**src/rtl/sparc_pkg.sv**
```systemverilog
// sparc_pkg: shared encodings for the SPARC pipeline sequencing controller
package sparc_pkg;
  typedef enum logic [1:0] {IDLE = 2'd0, RUN = 2'd1, STALL = 2'd2, ANNUL = 2'd3} state_t;
  localparam logic [1:0] FWD_RF = 2'b00;
  localparam logic [1:0] FWD_EX = 2'b01;
  localparam logic [1:0] FWD_MEM = 2'b10;
  localparam logic [1:0] FWD_WB = 2'b11;
  localparam logic [3:0] COND_BA = 4'b1000;
  localparam logic [4:0] G0 = 5'd0;
endpackage

```
**src/rtl/forward_select.sv**
```systemverilog
// forward_select: picks one operand's source, youngest producer first; %g0 never forwards
module forward_select
  import sparc_pkg::*;
#(
  parameter int RD_W = 5
) (
  input  logic [RD_W-1:0] rs,
  input  logic [RD_W-1:0] ex_rd,
  input  logic [RD_W-1:0] mem_rd,
  input  logic [RD_W-1:0] wb_rd,
  input  logic            ex_rf_en,
  input  logic            mem_rf_en,
  input  logic            wb_rf_en,
  input  logic            ex_load,
  output logic [1:0]      fwd
);
  logic ex_hit, mem_hit, wb_hit;
  always_comb begin
    ex_hit = ex_rf_en & ~ex_load & (rs == ex_rd) & (ex_rd != RD_W'(G0));
    mem_hit = mem_rf_en & (rs == mem_rd) & (mem_rd != RD_W'(G0));
    wb_hit = wb_rf_en & (rs == wb_rd) & (wb_rd != RD_W'(G0));
    fwd = ex_hit ? FWD_EX : mem_hit ? FWD_MEM : wb_hit ? FWD_WB : FWD_RF;
  end
endmodule

```
**src/rtl/pipeline_hazard_controller.sv**
```systemverilog
// pipeline_hazard_controller: sequences the 5-stage pipeline enables, stalls, annuls and forwarding
module pipeline_hazard_controller
  import sparc_pkg::*;
#(
  parameter int RD_W = 5,
  parameter int CNT_W = 16
) (
  input  logic             clk,
  input  logic             clr,
  input  logic             start,
  input  logic [RD_W-1:0]  id_rs1,
  input  logic [RD_W-1:0]  id_rs2,
  input  logic             id_use_rs1,
  input  logic             id_use_rs2,
  input  logic             id_branch,
  input  logic             id_cond_true,
  input  logic             id_annul,
  input  logic             id_branch_always,
  input  logic [RD_W-1:0]  ex_rd,
  input  logic [RD_W-1:0]  mem_rd,
  input  logic [RD_W-1:0]  wb_rd,
  input  logic             ex_rf_en,
  input  logic             mem_rf_en,
  input  logic             wb_rf_en,
  input  logic             ex_load,
  input  logic             ex_cc_en,
  output logic             pc_le,
  output logic             if_id_le,
  output logic             if_id_flush,
  output logic             cu_mux_s,
  output logic             pc_sel,
  output logic [1:0]       fwd_a,
  output logic [1:0]       fwd_b,
  output logic [1:0]       state_o,
  output logic [CNT_W-1:0] stall_cnt,
  output logic [CNT_W-1:0] annul_cnt
);
  state_t state, next_state;
  logic lu, hz, go, stall, ann;
  logic [1:0] raw_a, raw_b;
  forward_select #(.RD_W(RD_W)) u_fwd_a (
    .rs(id_rs1), .ex_rd(ex_rd), .mem_rd(mem_rd), .wb_rd(wb_rd), .ex_rf_en(ex_rf_en),
    .mem_rf_en(mem_rf_en), .wb_rf_en(wb_rf_en), .ex_load(ex_load), .fwd(raw_a)
  );
  forward_select #(.RD_W(RD_W)) u_fwd_b (
    .rs(id_rs2), .ex_rd(ex_rd), .mem_rd(mem_rd), .wb_rd(wb_rd), .ex_rf_en(ex_rf_en),
    .mem_rf_en(mem_rf_en), .wb_rf_en(wb_rf_en), .ex_load(ex_load), .fwd(raw_b)
  );
  // STALL and ANNUL both follow the RUN rules, so only IDLE differs
  always_comb begin
    lu = ex_load & ex_rf_en & ex_rd != RD_W'(G0) &
         ((id_use_rs1 & id_rs1 == ex_rd) | (id_use_rs2 & id_rs2 == ex_rd));
    hz = lu | (id_branch & ex_cc_en);
    stall = state != IDLE & hz;
    go = state != IDLE & ~hz;
    ann = go & id_branch & id_annul & (~id_cond_true | id_branch_always);
    pc_le = go;
    if_id_le = go;
    cu_mux_s = ~go;
    pc_sel = go & id_branch & id_cond_true;
    if_id_flush = state == IDLE | ann;
    fwd_a = go ? raw_a : FWD_RF;
    fwd_b = go ? raw_b : FWD_RF;
    next_state = state == IDLE ? (start ? RUN : IDLE) : stall ? STALL : ann ? ANNUL : RUN;
    state_o = state;
  end
  always_ff @(posedge clk or negedge clr) begin
    if (!clr) begin
      state <= IDLE;
      stall_cnt <= '0;
      annul_cnt <= '0;
    end else begin
      state <= next_state;
      if (stall && ~&stall_cnt) stall_cnt <= stall_cnt + 1'b1;
      if (ann && ~&annul_cnt) annul_cnt <= annul_cnt + 1'b1;
    end
  end
endmodule

```
**config.mk**
```make
export PLATFORM = sky130hd
export DESIGN_NAME = pipeline_hazard_controller
export DESIGN_NICKNAME = d
export VERILOG_FILES = /design/src/rtl/sparc_pkg.sv /design/src/rtl/forward_select.sv /design/src/rtl/pipeline_hazard_controller.sv
export SDC_FILE = /design/constraint.sdc
export NUM_CORES = 1
export LEC_CHECK = 0
export CAP_MARGIN = 20
export CORE_MARGIN = 1.5
export CORE_UTILIZATION = 48
export DETAILED_ROUTE_END_ITERATION = 12
export GPL_TIMING_DRIVEN = 0
export PLACE_DENSITY = 0.85
export RECOVER_POWER = 100
export SLEW_MARGIN = 20
export SYNTH_ARGS = -nofsm -noshare
export SYNTH_HDL_FRONTEND = slang
export SYNTH_SLANG_ARGS = --single-unit
```
**constraint.sdc**
```tcl
create_clock -name clk -period 3.22 [get_ports clk]
set_clock_uncertainty 0.1 [all_clocks]
set_input_delay 0.322 -clock clk [delete_from_list [all_inputs] [get_ports clk]]
set_output_delay 0.322 -clock clk [all_outputs]
set_load 0.1 [all_outputs]
```
**Word level (Yosys, flattened, before mapping)**

Index checks and enable logic that the tools add are counted.

- Register bits after elaboration: 34
- Input bits: 39
- Output and inout port bits: 43

- Add/sub/neg operators: 2
- Equal/unequal tests: 6
- Multiplexer cells: 12
- Bitwise logic cells: 33
- Reduce and logical (&&, ||, !) cells: 11

Operators with widths:

| cell | count |
|---|---|
| 16-bit by 1-bit adder with 16-bit output (second input constant) | 2 |
| 16-bit AND reduction | 2 |
| 5-bit equality test | 6 |
| 1-bit AND | 25 |
| 2-bit two-way mux | 11 |
| 5-bit nonzero test | 3 |
| 1-bit NOT | 4 |
| 1-bit bitwise OR | 4 |
| 1-bit logical AND | 2 |
| 1-bit logical NOT | 2 |
| 2-bit logical NOT | 1 |
| 2-bit nonzero test | 1 |
| 1-bit two-way mux | 1 |

**Depth between registers and ports, before layout**

- Depth after elaboration: 13
- Gate-level depth with buffers: 8

**Hierarchy**

Synthesis repeated with hierarchy kept, for this count alone.

- Cells, all modules: 245
- Area, all modules: 2,303.5 sq um

By module, submodules not included:

| module | times used | cells an instance | area each (sq um) | sequential area each (sq um) |
|---|---|---|---|---|
| pipeline_hazard_controller | 1 | 179 | 1,835.5 | 850.8 |
| forward_select | 2 | 33 | 234.0 | 0.0 |

**Worst setup path before layout**

Ideal clock, no wire load.

- Path kind: register -> output
- Start: register state[1] (netlist: state_o[1])
- End: output fwd_a[1]
- Arrival: 4,340 ps
- Data required time: 2,798 ps
- Slack: -1,542 ps
- Cell stages (with the launch flop): 5
- Buffers on the path: 0
- Cell sequence: dfrtp_1 -> nor2_1 -> nor2_1 -> nand2_1 -> nor3_1

- Cells in the longest elaborated chain, start to end: 3

RTL lines:

| element | RTL line | text |
|---|---|---|
| from (decl) | pipeline_hazard_controller.sv:38 | `state_t state, next_state;` |
| from (signal assigned) | pipeline_hazard_controller.sv:73 | `state <= next_state;` |
| 2-bit nonzero test | pipeline_hazard_controller.sv:55 | `go = state != IDLE & ~hz;` |
| 1-bit AND | pipeline_hazard_controller.sv:55 |  |
| 2-bit two-way mux | pipeline_hazard_controller.sv:62 | `fwd_a = go ? raw_a : FWD_RF;` |
| to (decl) | pipeline_hazard_controller.sv:32 | `output logic [1:0] fwd_a,` |

No other way between the ends.

**Worst setup path in the final report**

- Start: input ex_rd[0]
- End: output fwd_b[1]

- Cells in the longest elaborated chain, start to end: 8

RTL lines:

| element | RTL line | text |
|---|---|---|
| from (decl) | pipeline_hazard_controller.sv:19 | `input logic [RD_W-1:0] ex_rd,` |
| 5-bit equality test, on equally long branches | pipeline_hazard_controller.sv:52, forward_select.sv:19 |  |
| 1-bit AND | pipeline_hazard_controller.sv:52 | `((id_use_rs1 & id_rs1 == ex_rd) \| (id_use_rs2 & id_rs2 == ex_rd));` |
| 1-bit bitwise OR | pipeline_hazard_controller.sv:52 |  |
| 1-bit AND | pipeline_hazard_controller.sv:51 | `lu = ex_load & ex_rf_en & ex_rd != RD_W'(G0) &` |
| 1-bit bitwise OR | pipeline_hazard_controller.sv:53 | `hz = lu \| (id_branch & ex_cc_en);` |
| 1-bit NOT | pipeline_hazard_controller.sv:55 |  |
| 1-bit AND | pipeline_hazard_controller.sv:55 |  |
| 2-bit two-way mux (*) | pipeline_hazard_controller.sv:63 | `fwd_b = go ? raw_b : FWD_RF;` |
| to (decl) | pipeline_hazard_controller.sv:33 | `output logic [1:0] fwd_b,` |

Mark *: on every way between the ends. The rest lies on a longest branch, timed or not.

==> out/qor.json <==
{
  "outcome": {"value": "completed"},
  "placement_rows": {"value": 24},
  "postLayoutCellArea": {"value": 3176, "unit": "um2"},
  "net-switching-power": {"value": 0.9432, "unit": "mW"},
  "syn-instance-count": {"value": 222},
  "post-layout-total-power": {"value": 1.824, "unit": "mW"},
  "power_switching_share": {"value": 0.5172},
  "clock.fmax": {"value": 323.1, "unit": "MHz"},
  "pwr-share-clk": {"value": 0.175},
  "worst-r2r-setup-slack": {"value": 0.62, "unit": "ns"},
  "finalSetupTns": {"value": 0, "unit": "ns"},
  "drt.antenna.violating_nets": {"value": 0},
  "final-hold-violation-count": {"value": 0},
  "ys_seq_area_frac": {"value": 0.3820},
  "core_area": {"value": 4414, "unit": "um2"},
  "p_leak": {"value": 1.387, "unit": "nW"},
  "layout_common_cells": {"value": "clkdlybuf4s50_1 (37), dlygate4sd3_1 (35), dfrtp_1 (34), xor2_1 (30), xnor2_1 (28)"},
  "die_width": {"value": 71.12, "unit": "um"},
  "mostFrequentLayoutCell": {"value": "clkdlybuf4s50_1"},
  "async_reset_ff_frac": {"value": 1.000},
  "synth-edff-count": {"value": 0},
  "clkSinkCount": {"value": 34},
  "crit-reg2reg-capture": {"value": "stall_cnt[1]"},
  "crit_arrival": {"value": 2.67, "unit": "ns"},
  "tritoncts_clock_tree": {"value": "built"},
  "yosys.cell_types.count": {"value": 36},
  "cts-buffers-inserted": {"value": 5},
  "die_height": {"value": 71.12, "unit": "um"},
  "worst_setup_hold_path_clk_slew": {"value": 0.07, "unit": "ns"},
  "grt_start_max_net_pins": {"value": 23},
  "first_iter_violations": {"value": 81},
  "placed_cell_area": {"value": 3164, "unit": "um2"},
  "critPathMaxFanout": {"value": 6},
  "number_of_storage_elements_in_the_synthesis_netlist": {"value": 34},
  "hold_path_class": {"value": "flop to flop"},
  "grt_first_pass_wirelength": {"value": 9142, "unit": "um"},
  "clockBufferDepth": {"value": 2},
  "critical_r2r_launch": {"value": "stall_cnt[4]"},
  "clockRootBuffer": {"value": "clkbuf_8"},
  "cellInternalPower": {"value": 0.8805, "unit": "mW"},
  "setup_violations": {"value": 0},
  "pin_count": {"value": 82},
  "netlist.top_cell.by_area": {"value": "dfrtp_1"},
  "pre_cts_slack": {"value": -0.6027, "unit": "ns"},
  "htree_levels": {"value": 2},
  "vias_in_the_first_global_route": {"value": 1973},
  "total_count_of_max_transition_violations_in_the_final_report": {"value": 0},
  "finalNetCount": {"value": 355},
  "layout-area-overhead-vs-synth": {"value": 42.58, "unit": "%"},
  "p_per_area": {"value": 574.3, "unit": "nW/um2"},
  "avgViaCountPerCell": {"value": 5.362},
  "wirelength_per_cell": {"value": 14.99, "unit": "um"},
  "ir_drop": {"value": 0.3574, "unit": "mV"},
  "die_area": {"value": 5057, "unit": "um2"},
  "detail_route.drc_violations": {"value": 0},
  "number_of_vias_after_detailed_routing": {"value": 1968},
  "r2r_cells": {"value": 7},
  "layout-drive-gt1-share": {"value": 0.1302},
  "relSlewSlack": {"value": 0.2217},
  "synth.yosys.warnings": {"value": 0},
  "whs": {"value": 0.3912, "unit": "ns"},
  "netlist_top_cells_area": {"value": "dfrtp_1 (38%), xor2_1 (12%), xnor2_1 (11%)"},
  "class_of_the_most_critical_setup_path": {"value": "primary input to output pin"},
  "data_required_time_of_the_worst_path": {"value": 2.80, "unit": "ns"},
  "seq_power_share": {"value": 0.315},
  "globalRoute.totalOverflow": {"value": 0},
  "share_comb_of_total_power": {"value": 0.510},
  "dpl.hpwl": {"value": 4360, "unit": "um"},
  "timing.critical_path.from_type": {"value": "primary input"},
  "routed_wirelength": {"value": 5503, "unit": "um"},
  "syn_area": {"value": 2227, "unit": "um2"},
  "critical_path.endpoint_type": {"value": "output pin"},
  "postSynthAreaPerCell": {"value": 10.03, "unit": "um2"},
  "critical_path.endpoint": {"value": "fwd_b[1]"},
  "syn_nets": {"value": 263},
  "crit_path_start": {"value": "ex_rd[0]"},
  "drv.max_cap_violation_count": {"value": 0},
  "num_antenna_cells": {"value": 0},
  "detailedRoute.firstPassIterationCount": {"value": 4},
  "rsz0062_at_grt": {"value": "no"},
  "place_congestion": {"value": 0.7983},
  "synth-main-ff-cell": {"value": "dfrtp_1"},
  "fin_crit": {"value": 3.095, "unit": "ns"},
  "port_buffers": {"value": 81},
  "grt_antenna_before_repair": {"value": 0},
  "starting_density_of_the_core": {"value": 0.5045},
  "skew_pair_late_insertion_delay": {"value": 0.28, "unit": "ns"},
  "timing.final.crit_share": {"value": 0.9613},
  "grt_usage": {"value": 0.2275},
  "setup_ws": {"value": 0.1246, "unit": "ns"},
  "synth_top_area_share": {"value": 0.3820},
  "tightestPinTransition": {"value": 1.167, "unit": "ns"}
}
## layout make-up
cell class / instances / area, um2
multi-input cells: 179 / 1319
fillers: 370 / 1239
flip-flops and latches: 34 / 850.8
repair buffers: 85 / 808.3
clock buffers: 7 / 86.33
well taps: 52 / 65.06
inverters: 6 / 26.28
plain buffers: 3 / 15.01
clock inverters: 1 / 5.005
## cell families (layout without fill, tap and decap cells)
logic type | after synthesis | in the layout | synth area share
buffers and inverters | 9 | 102 | 0.02360
adder cells (fa/ha/maj) | 2 | 2 | 0.01123
XOR/XNOR | 58 | 58 | 0.2281
AO/OA/AOI/OAI | 12 | 12 | 0.04720
flip-flops | 34 | 34 | 0.3820
AND/OR/NAND/NOR | 102 | 102 | 0.2826
multiplexers | 5 | 5 | 0.02528
## critical path, cell delays in order
cell             delay [ns]
clkdlybuf4s50_1        0.47
or4_4                  0.57
o21ai_4                0.19
a211oi_4               0.08
nor2_1                 0.22
nand2_4                0.15
nor3_4                 0.19
clkbuf_2               0.48
## synthesized netlist by cell type, types with 3 or more instances
cell type and number:
nand2_1 18, nor2_1 15, nor4_2 4, nor3_1 4
nor2b_1 3, nand3_1 21, or4_1 4, inv_1 6
nor3_2 5, xor2_1 30, and3_1 6, a21oi_1 4
xnor2_1 28, mux2_1 4, nand4_1 6, dfrtp_1 34
nor3_4 3
## worst min path at each step
| stage | from | to | slack [ns] | cells after the start |
|---|---|---|---|---|
| 4_1_cts | clr | stall_cnt[9] | 0.37 | 2 |
| 5_1_grt | stall_cnt[15] | stall_cnt[15] | 0.42 | 1 |
| 3_5_place_dp | clr | stall_cnt[9] | 0.14 | 1 |
| 6_report | stall_cnt[15] | stall_cnt[15] | 0.39 | 1 |
| 2_1_floorplan | clr | annul_cnt[0] | -0.07 | 0 |
| 3_3_place_gp | annul_cnt[11] | annul_cnt[11] | 0.38 | 1 |
## sequential cells by signal (all words and copies together), names as in the netlist
| name | count |
|---|---|
| annul_cnt | 16 |
| state_o | 2 |
| stall_cnt | 16 |
## power by group through the flow
stage               logic [mW]  registers [mW]  clock network [mW]
floorplan                0.256            1.02                   0
global placement         0.957           0.583                   0
detailed placement       0.971           0.585                   0
CTS                      0.969           0.577               0.328
global route             0.970           0.587               0.345
finish                   0.929           0.575               0.320
## metal layers
layer	up-vias	routed length, um	GRT usage
met5	-	0	0
met4	0	106	0.07757
met3	10	387	0.06125
met2	79	2771	0.3873
met1	925	2238	0.2793
li1	954	-	-
## stage by stage
| stage | cells | util |
|---|---|---|
| 6_report | 367 | 0.7194 |
| 5_1_grt | 367 | 0.7194 |
| 4_1_cts | 365 | 0.7387 |
| 3_5_place_dp | 356 | 0.7168 |
| 3_3_place_gp | 355 | 0.7117 |
| 2_1_floorplan | 222 | - |
## repair_timing
| action | 4_1_cts | 5_1_grt |
|---|---|---|
| hold buffers | 1 | 0 |
| gates resized for setup | 30 | 10 |
| setup buffers | 0 | 2 |
| pin swaps | 0 | 1 |
| hold endpoints to repair | 12 | 0 |
| endpoints found under the setup margin | 9 | 7 |
| cloned | 0 | 0 |
Note: power is estimated with default switching activity, not from simulation.
